===== src/rtl/boot_pkg.sv =====
// boot_pkg: shared state type and default constants for the boot vector injector.
package boot_pkg;
  typedef enum logic [1:0] {ARMED, OPC, ADDR, DONE} boot_state_t;
  localparam logic [7:0] DEF_OPCODE = 8'hC3;
  localparam logic [63:0] DEF_VEC_TABLE = {16'hFD00, 16'hFF00, 16'h0000, 16'hF800};
endpackage


===== src/rtl/rd_edge_det.sv =====
// rd_edge_det: rising-edge detector for a level CPU read strobe.
module rd_edge_det (
  input  logic clk,
  input  logic reset,
  input  logic rd,
  output logic rd_edge
);
  logic rd_q;
  always_ff @(posedge clk) rd_q <= reset ? 1'b0 : rd;
  assign rd_edge = rd & ~rd_q;
endmodule


===== src/rtl/boot_vector_inject.sv =====
// boot_vector_inject: injects a jump opcode and target address onto the CPU bus after reset.
// Define BOOT_VEC_OVERRIDE_EN to add a runtime-writable target override register.
module boot_vector_inject
  import boot_pkg::*;
#(
  parameter int ADDR_W = 16,
  parameter int NUM_VEC = 4,
  parameter logic [7:0] OPCODE = DEF_OPCODE,
  parameter logic [NUM_VEC*ADDR_W-1:0] VEC_TABLE = DEF_VEC_TABLE,
  localparam int SEL_W = NUM_VEC > 1 ? $clog2(NUM_VEC) : 1
) (
  input  logic             clk,
  input  logic             reset,
  input  logic             rd,
  input  logic [SEL_W-1:0] vec_sel,
  input  logic             rearm,
  output logic [7:0]       data_out,
  output logic             valid,
  output logic             done
`ifdef BOOT_VEC_OVERRIDE_EN
  ,
  input  logic             ovr_we,
  input  logic [ADDR_W-1:0] ovr_addr
`endif
);
  localparam int NB = ADDR_W / 8;
  localparam int IDX_W = NB > 1 ? $clog2(NB) : 1;
  boot_state_t state, state_n;
  logic [IDX_W-1:0] idx, idx_n;
  logic [7:0] data_n;
  logic done_n, rd_edge;
  logic [SEL_W-1:0] sel;
  logic [ADDR_W-1:0] target, table_entry, next_target;
  rd_edge_det u_rd_edge (.clk(clk), .reset(reset), .rd(rd), .rd_edge(rd_edge));
  assign sel = int'(vec_sel) >= NUM_VEC ? '0 : vec_sel;
  assign table_entry = VEC_TABLE[sel*ADDR_W +: ADDR_W];
`ifdef BOOT_VEC_OVERRIDE_EN
  logic ovr_set;
  logic [ADDR_W-1:0] ovr_val;
  always_ff @(posedge clk) begin
    if (reset) begin
      ovr_set <= 1'b0;
      ovr_val <= '0;
    end else if (ovr_we) begin
      ovr_set <= 1'b1;
      ovr_val <= ovr_addr;
    end
  end
  assign next_target = ovr_set ? ovr_val : table_entry;
`else
  assign next_target = table_entry;
`endif
  // idx points at the byte most recently emitted while in ADDR
  always_comb begin
    state_n = state;
    idx_n = idx;
    data_n = data_out;
    done_n = 1'b0;
    if (rearm) begin
      state_n = ARMED;
      idx_n = '0;
    end else if (rd_edge)
      case (state)
        ARMED: begin
          state_n = OPC;
          idx_n = '0;
          data_n = OPCODE;
        end
        OPC: begin
          state_n = ADDR;
          data_n = target[{idx, 3'b000} +: 8];
        end
        ADDR: begin
          if (idx == IDX_W'(NB - 1)) begin
            state_n = DONE;
            done_n = 1'b1;
          end else begin
            idx_n = idx + 1'b1;
            data_n = target[{idx_n, 3'b000} +: 8];
          end
        end
        default: ;
      endcase
  end
  always_ff @(posedge clk) begin
    if (reset) begin
      state <= ARMED;
      idx <= '0;
      data_out <= 8'h00;
      done <= 1'b0;
      target <= '0;
    end else begin
      state <= state_n;
      idx <= idx_n;
      data_out <= data_n;
      done <= done_n;
      if (state == ARMED) target <= next_target;
    end
  end
  assign valid = state != DONE;
endmodule


===== config.mk =====
export PLATFORM = sky130hd
export DESIGN_NAME = boot_vector_inject
export DESIGN_NICKNAME = d
export VERILOG_FILES = /design/src/rtl/boot_pkg.sv /design/src/rtl/rd_edge_det.sv /design/src/rtl/boot_vector_inject.sv
export SDC_FILE = /design/constraint.sdc
export NUM_CORES = 1
export LEC_CHECK = 0
export CORE_ASPECT_RATIO = 1.1
export CORE_MARGIN = 10
export CORE_UTILIZATION = 47
export CTS_CLUSTER_SIZE = 28
export DETAILED_ROUTE_END_ITERATION = 7
export PLACE_DENSITY = 0.86
export SLEW_MARGIN = 25
export SYNTH_ARGS = -nofsm -noshare
export SYNTH_HDL_FRONTEND = slang
export SYNTH_SLANG_ARGS = --single-unit

===== constraint.sdc =====
create_clock -name clk -period 1.7 [get_ports clk]
set_input_delay 0.425 -clock clk [delete_from_list [all_inputs] [get_ports clk]]
set_output_delay 0.425 -clock clk [all_outputs]
set_load 0.1 [all_outputs]

==> impl_metrics.yaml, run 1 <==
synth:
  ys_seq_elements: 13
  yosys_warnings: 0
  ys_types: 26
  syn_avg_cell_area_sq_um: 9.777
  synth_nets: 82
  yosysSeqAreaShare_pct: 38.03
  syn_area_sq_um: 684.4
  synth_cells: 70
layout:
  instances_no_fill: 103
  final_layout_size_suffix_gt1_share_pct: 27.59
  final_cell_mix: "dfxtp_1 (11), buf_12 (10), nand2_1 (6), ha_1 (6)"
  syn_to_final_growth_pct: 42.78
  final_common_cell: "dfxtp_1"
  antenna_cells: 0
  nFillCells: 101
  seq_area_sq_um: 262.8
  post-route-cell-area_sq_um: 977.2
  fin_nets: 100
  multi_input_area_sq_um: 375.4
sta:
  final-setup-viol-count: 0
  worst_pin_slew_ps: 441.1
  final.setup.worst_slack_ps: 134.5
  relSlewSlack_pct: 70.50
  slew_viol_final: 0
  rsz0062_at_grt: "false"
  finalHoldViolCount: 0
  period_needed_ps: 1566
  fmax_ghz: 0.6388
  fin_skew_ps: 9.276
  fin_crit_sh_pct: 92.09
setup_path:
  setup.worst_path.end_class: "output port"
  path_cells: "ha_1, inv_1, buf_12"
  crit_fanout: 5
  reg2reg_slack_ps: 170
  max_stage_delay_ps: 380
  worstReg2RegStart: "state[0]$_SDFFE_PP0P_"
  rr_worst_depth: 4
  cp.required_ps: 1270
  path_class: "register to output port"
  worst_r2r_endpoint: "state[0]$_SDFFE_PP0P_"
  slowest_stage: "dfxtp_1"
  critPathLaunchType: "register"
  arrival_ps: 1140
power_and_ir_drop:
  p_leak_nw: 0.3944
  power_uw: 670.7
  power_density_mw_per_mm2: 686.4
  irDropWorstVdd_v: 0.0004642
floorplanning:
  fp.dieW_microns: 56.39
  core_area_sq_mm: 0.001366
  num_rows: 14
  die_h_microns: 60.02
  pin_count: 16
  initial_core_util_pct: 50.09
  die_area_sq_mm: 0.003384
routing:
  routed_wl_microns: 1524
  wl_per_cell_microns: 14.80
  drcViolationCount: 0
  vias: 566
  routed_via_density: 5.495
  first_pass_iters: 4
  drt_iter0_markers: 17
  ant_nets: 0
clock_network:
  cts.sinks: 13
  cts_buffers: 3
  worstSkewPairLatency_ps: 280
  cts_tree: "built"
  clk_pin_slew_ps: 90
  htreeDepth: 1
  hold_buffers: 0
  clk_path_buf_depth: 2
  clockRootBuffer: "clkbuf_4"
global_routing:
  grt_pass1_vias: 587
  grt_usage_pct: 9.307
  grt_start_max_net_pins: 14
  antenna_found_initial: 0
  grt.overflow.total: 0
  grt_pass1_wl_microns: 2511
placement:
  placed_area_sq_um: 942.2
  pre_cts_ws_ps: -58.76
  hpwl_microns: 1204
  placed_cells: 99
  io_buffers: 15
  place_congestion: 0.8662
outcome:
  run_status: "completed"
worst_hold_path:
  hold_depth: 2
  holdPathEnd: "target[14]$_SDFFE_PP0N_"
  min_from: "target[14]$_SDFFE_PP0N_"
  hold_class: "register to register"
flow_run:
  drv_cap: 0
where the power goes:
part,switching [mW],total (mW),internal [mW]
Sequential,0.0141,0.331,0.317
Clock,0.105,0.192,0.0872
Combinational,0.0844,0.148,0.0632
cell type report:
class                           count  share of cell area, %
Timing Repair Buffer               18                  27.91
Clock buffer                        3                  2.305
Sequential cell                    13                  26.89
Tap cell                           16                  2.049
Clock inverter                      1                 0.5122
Inverter                            5                  1.921
Multi-Input combinational cell     47                  38.41
flip-flops by register name, indices dropped and copies added (netlist names):
signal / count
u_rd_edge.rd_q: 1
target: 3
idx: 1
state: 2
data_out: 5
done: 1
layer usage:
metal	track usage, %	part of all wire, %	vias to the layer above
met4	5.498	1.6	0
met1	8.206	35	266
met5	0	0	-
li1	-	-	279
met2	17.43	57	19
met3	4.025	6.4	2
worst max-delay path by stage:
stage | endpoint | depth (start not counted) | start | slack, ps
2_1_floorplan | valid | 2 | state[0]$_SDFFE_PP0P_ | 170
3_3_place_gp | data_out[5]$_SDFFE_PP0P_ | 4 | rearm | 5
3_5_place_dp | data_out[0]$_SDFFE_PP0P_ | 4 | rearm | -60
4_1_cts | data_out[0]$_SDFFE_PP0P_ | 5 | state[0]$_SDFFE_PP0P_ | 110
5_1_grt | valid | 3 | state[1]$_SDFFE_PP0P_ | 30
6_report | valid | 3 | state[0]$_SDFFE_PP0P_ | 130
per-stage QoR:
stage          hold WS (ps)  setup TNS (ps)  utilization (%)
2_1_floorplan         458.8               0                -
3_3_place_gp          479.1               0            68.96
3_5_place_dp          489.3          -248.0            68.96
4_1_cts               502.3               0            70.97
5_1_grt               529.6               0            71.52
6_report              503.8               0            71.52
critical path: cells and delay by family (launching register included):
family	cells	cell delay (ps)
fa+ha+maj	1	210
buf+inv	2	270
flops	1	380
cell families after synthesis:
logic type / Yosys count / synth area share (%)
compound gates: 13 / 14.08
xor+xnor: 1 / 1.280
fa+ha+maj: 6 / 10.97
buf+inv: 10 / 8.226
flops: 13 / 38.03
mux: 3 / 4.388
simple gates: 24 / 23.04
cells in the mapped netlist:
cell type | count | area [sq um]
mux2i_1 | 3 | 30.03
nor4b_4 | 1 | 23.77
a311oi_1 | 4 | 35.03
inv_1 | 5 | 18.77
buf_6 | 1 | 11.26
nand2_1 | 6 | 22.52
nand3b_1 | 1 | 7.510
nand4b_1 | 2 | 17.52
a2111oi_2 | 1 | 15.01
nor3b_2 | 1 | 12.51
and2_4 | 1 | 8.760
a21oi_1 | 4 | 20.02
and2_1 | 1 | 6.260
nor4_1 | 1 | 6.260
buf_4 | 3 | 22.52
o21ai_0 | 2 | 10.01
a21boi_0 | 1 | 7.510
a2bb2oi_1 | 1 | 8.760
nand4_1 | 1 | 6.260
buf_1 | 1 | 3.750
ha_1 | 6 | 75.07
nor2_1 | 4 | 15.01
xor2_1 | 1 | 8.760
nand2b_1 | 4 | 25.02
nor2b_1 | 1 | 6.260
dfxtp_1 | 13 | 260.3
what timing repair did:
item | 4_1_cts | 5_1_grt
resized for setup | 0 | 1
buffers inserted | 0 | 0
endpoints found under the setup margin | 0 | 2
No activity file was read; power rests on OpenSTA's default activity.
==> run 2, diff against run 1 <==
--- a/config.mk
+++ b/config.mk
@@ -8,6 +8,7 @@
 export CORE_ASPECT_RATIO = 1.1
 export CORE_MARGIN = 10
 export CORE_UTILIZATION = 47
+export CTS_CLUSTER_DIAMETER = 50
 export CTS_CLUSTER_SIZE = 28
 export DETAILED_ROUTE_END_ITERATION = 7
 export PLACE_DENSITY = 0.86
==> constraint.sdc (replaced) <==
create_clock -name clk -period 1.8 [get_ports clk]
set_input_delay 0.45 -clock clk [delete_from_list [all_inputs] [get_ports clk]]
set_output_delay 0.45 -clock clk [all_outputs]
set_load 0.1 [all_outputs]
==> impl_metrics.yaml, run 2 (synthesis results as in run 1) <==
outcome:
  run_status: "completed"
power_and_ir_drop:
  irDropWorstVdd_v: 0.0004387
  p_clk_share_pct: 28.5
  p_int_uw: 442.2
  switching_share_pct: 29.49
  power_density_mw_per_mm2: 657.7
  p_seq_share_pct: 49.9
  power_frac_comb_pct: 21.6
  switchingPower_uw: 184.9
  p_leak_nw: 0.3825
clock_network:
  cts_resized: 0
  cts_tree: "built"
  htreeDepth: 1
  worstSkewPairLatency_ps: 270
  cts_buffers: 3
  clk_pin_slew_ps: 80
  hold_buffers: 0
  clk_path_buf_depth: 2
  cts.sinks: 13
  clockRootBuffer: "clkbuf_4"
  cts_setup_buffers: 0
routing:
  first_pass_iters: 4
  routed_wl_microns: 1423
  drt_iter0_markers: 11
  drcViolationCount: 0
  vias: 538
  routed_via_density: 5.327
  ant_nets: 0
  wl_per_cell_microns: 14.09
flow_run:
  drv_cap: 0
layout:
  reg.largest.list: "data_out (5), target (3), state (2)"
  final_common_cell: "dfxtp_1"
  top_register: "data_out"
  antenna_cells: 0
  syn_to_final_growth_pct: 39.31
  final_cell_mix: "dfxtp_1 (11), buf_12 (10), nand2_1 (6), ha_1 (6)"
  fin_nets: 98
  final_layout_size_suffix_gt1_share_pct: 23.53
  largest_reg_flops: 5
floorplanning:
  fp.dieW_microns: 56.39
  pin_count: 16
  num_rows: 14
  die_h_microns: 60.02
  die_area_sq_mm: 0.003384
  core_area_sq_mm: 0.001366
  initial_core_util_pct: 50.09
global_routing:
  grt.overflow.total: 0
  grt_usage_pct: 8.997
  grt_pass1_wl_microns: 2477
  antenna_found_initial: 0
  grt_start_max_net_pins: 15
  grt_pass1_vias: 570
sta:
  finalHoldViolCount: 0
  rsz0062_at_grt: "false"
  worst_pin_slew_ps: 477.9
  relSlewSlack_pct: 68.04
  fmax_ghz: 0.6344
  finalSetupTns_ps: 0
  period_needed_ps: 1576
  fin_crit_sh_pct: 87.57
  slew_viol_final: 0
  final-setup-viol-count: 0
  holdWs_ps: 510.1
  fin_skew_ps: 0.6910
worst_hold_path:
  hold_class: "register to register"
placement:
  hpwl_microns: 1087
  place_congestion: 0.8106
  io_buffers: 15
setup_path:
  arrival_ps: 1760
  cp.required_ps: 1980
  crit_fanout: 5
  path_class: "register to register"
  setup.worst_path.end_class: "register"
  critPathLaunchType: "register"
## run 2: path summary, 6_finish.rpt
kind | depth (start not counted) | slack [ps] | end | startpoint
worst max-delay path | 5 | 220 | data_out[1]$_SDFFE_PP0P_ | state[0]$_SDFFE_PP0P_
worst min-delay path | 2 | 510 | target[9]$_SDFFE_PP0N_ | target[9]$_SDFFE_PP0N_
worst max register to register | 5 | 220 | data_out[1]$_SDFFE_PP0P_ | state[0]$_SDFFE_PP0P_
worst min register to register | 2 | 510 | target[9]$_SDFFE_PP0N_ | target[9]$_SDFFE_PP0N_
## run 2: critical path: stages (launching register included)
cell      delay (ps)
dfxtp_1          420
inv_1            110
ha_1             240
xor2_1           340
nand2_1          120
a311oi_1         260
## run 2: per-layer routing
layer  share of wire (%)  up-vias  track usage [%]
met2                  53       12            15.21
met1                  42      253            9.006
met5                   0        -                0
met3                 5.2        0            3.390
li1                    -      273                -
met4                   0        0            6.529
## run 2: final cells by class
| class | count | area [sq um] |
|---|---|---|
| Clock buffer | 4 | 26.28 |
| Timing Repair Buffer | 16 | 257.7 |
| Fill cell | 106 | 412.9 |
| Inverter | 5 | 18.77 |
| Multi-Input combinational cell | 47 | 367.9 |
| Sequential cell | 13 | 262.8 |
| Tap cell | 16 | 20.02 |
## run 2: through the flow
| step | std cells | cell area, sq um | power, mW | worst slack, ps | utilization [%] |
|---|---|---|---|---|---|
| after floorplan | 70 | 686.9 | 0.4044 | 243.9 | - |
| after global placement | 97 | 927.1 | 0.4508 | 67.18 | 67.86 |
| after detailed placement | 97 | 927.1 | 0.4539 | 22.75 | 67.86 |
| after CTS | 101 | 953.4 | 0.6297 | 196.3 | 69.78 |
| after global routing | 101 | 953.4 | 0.6541 | 31.74 | 69.78 |
| final | 101 | 953.4 | 0.6271 | 223.8 | 69.78 |
## run 2: power by group through the flow
stage          sequential, mW  combinational [mW]  clock [mW]
2_1_floorplan           0.347              0.0576           0
3_3_place_gp            0.319               0.132           0
3_5_place_dp            0.319               0.135           0
4_1_cts                 0.313               0.136       0.181
5_1_grt                 0.314               0.144       0.196
6_report                0.313               0.135       0.179
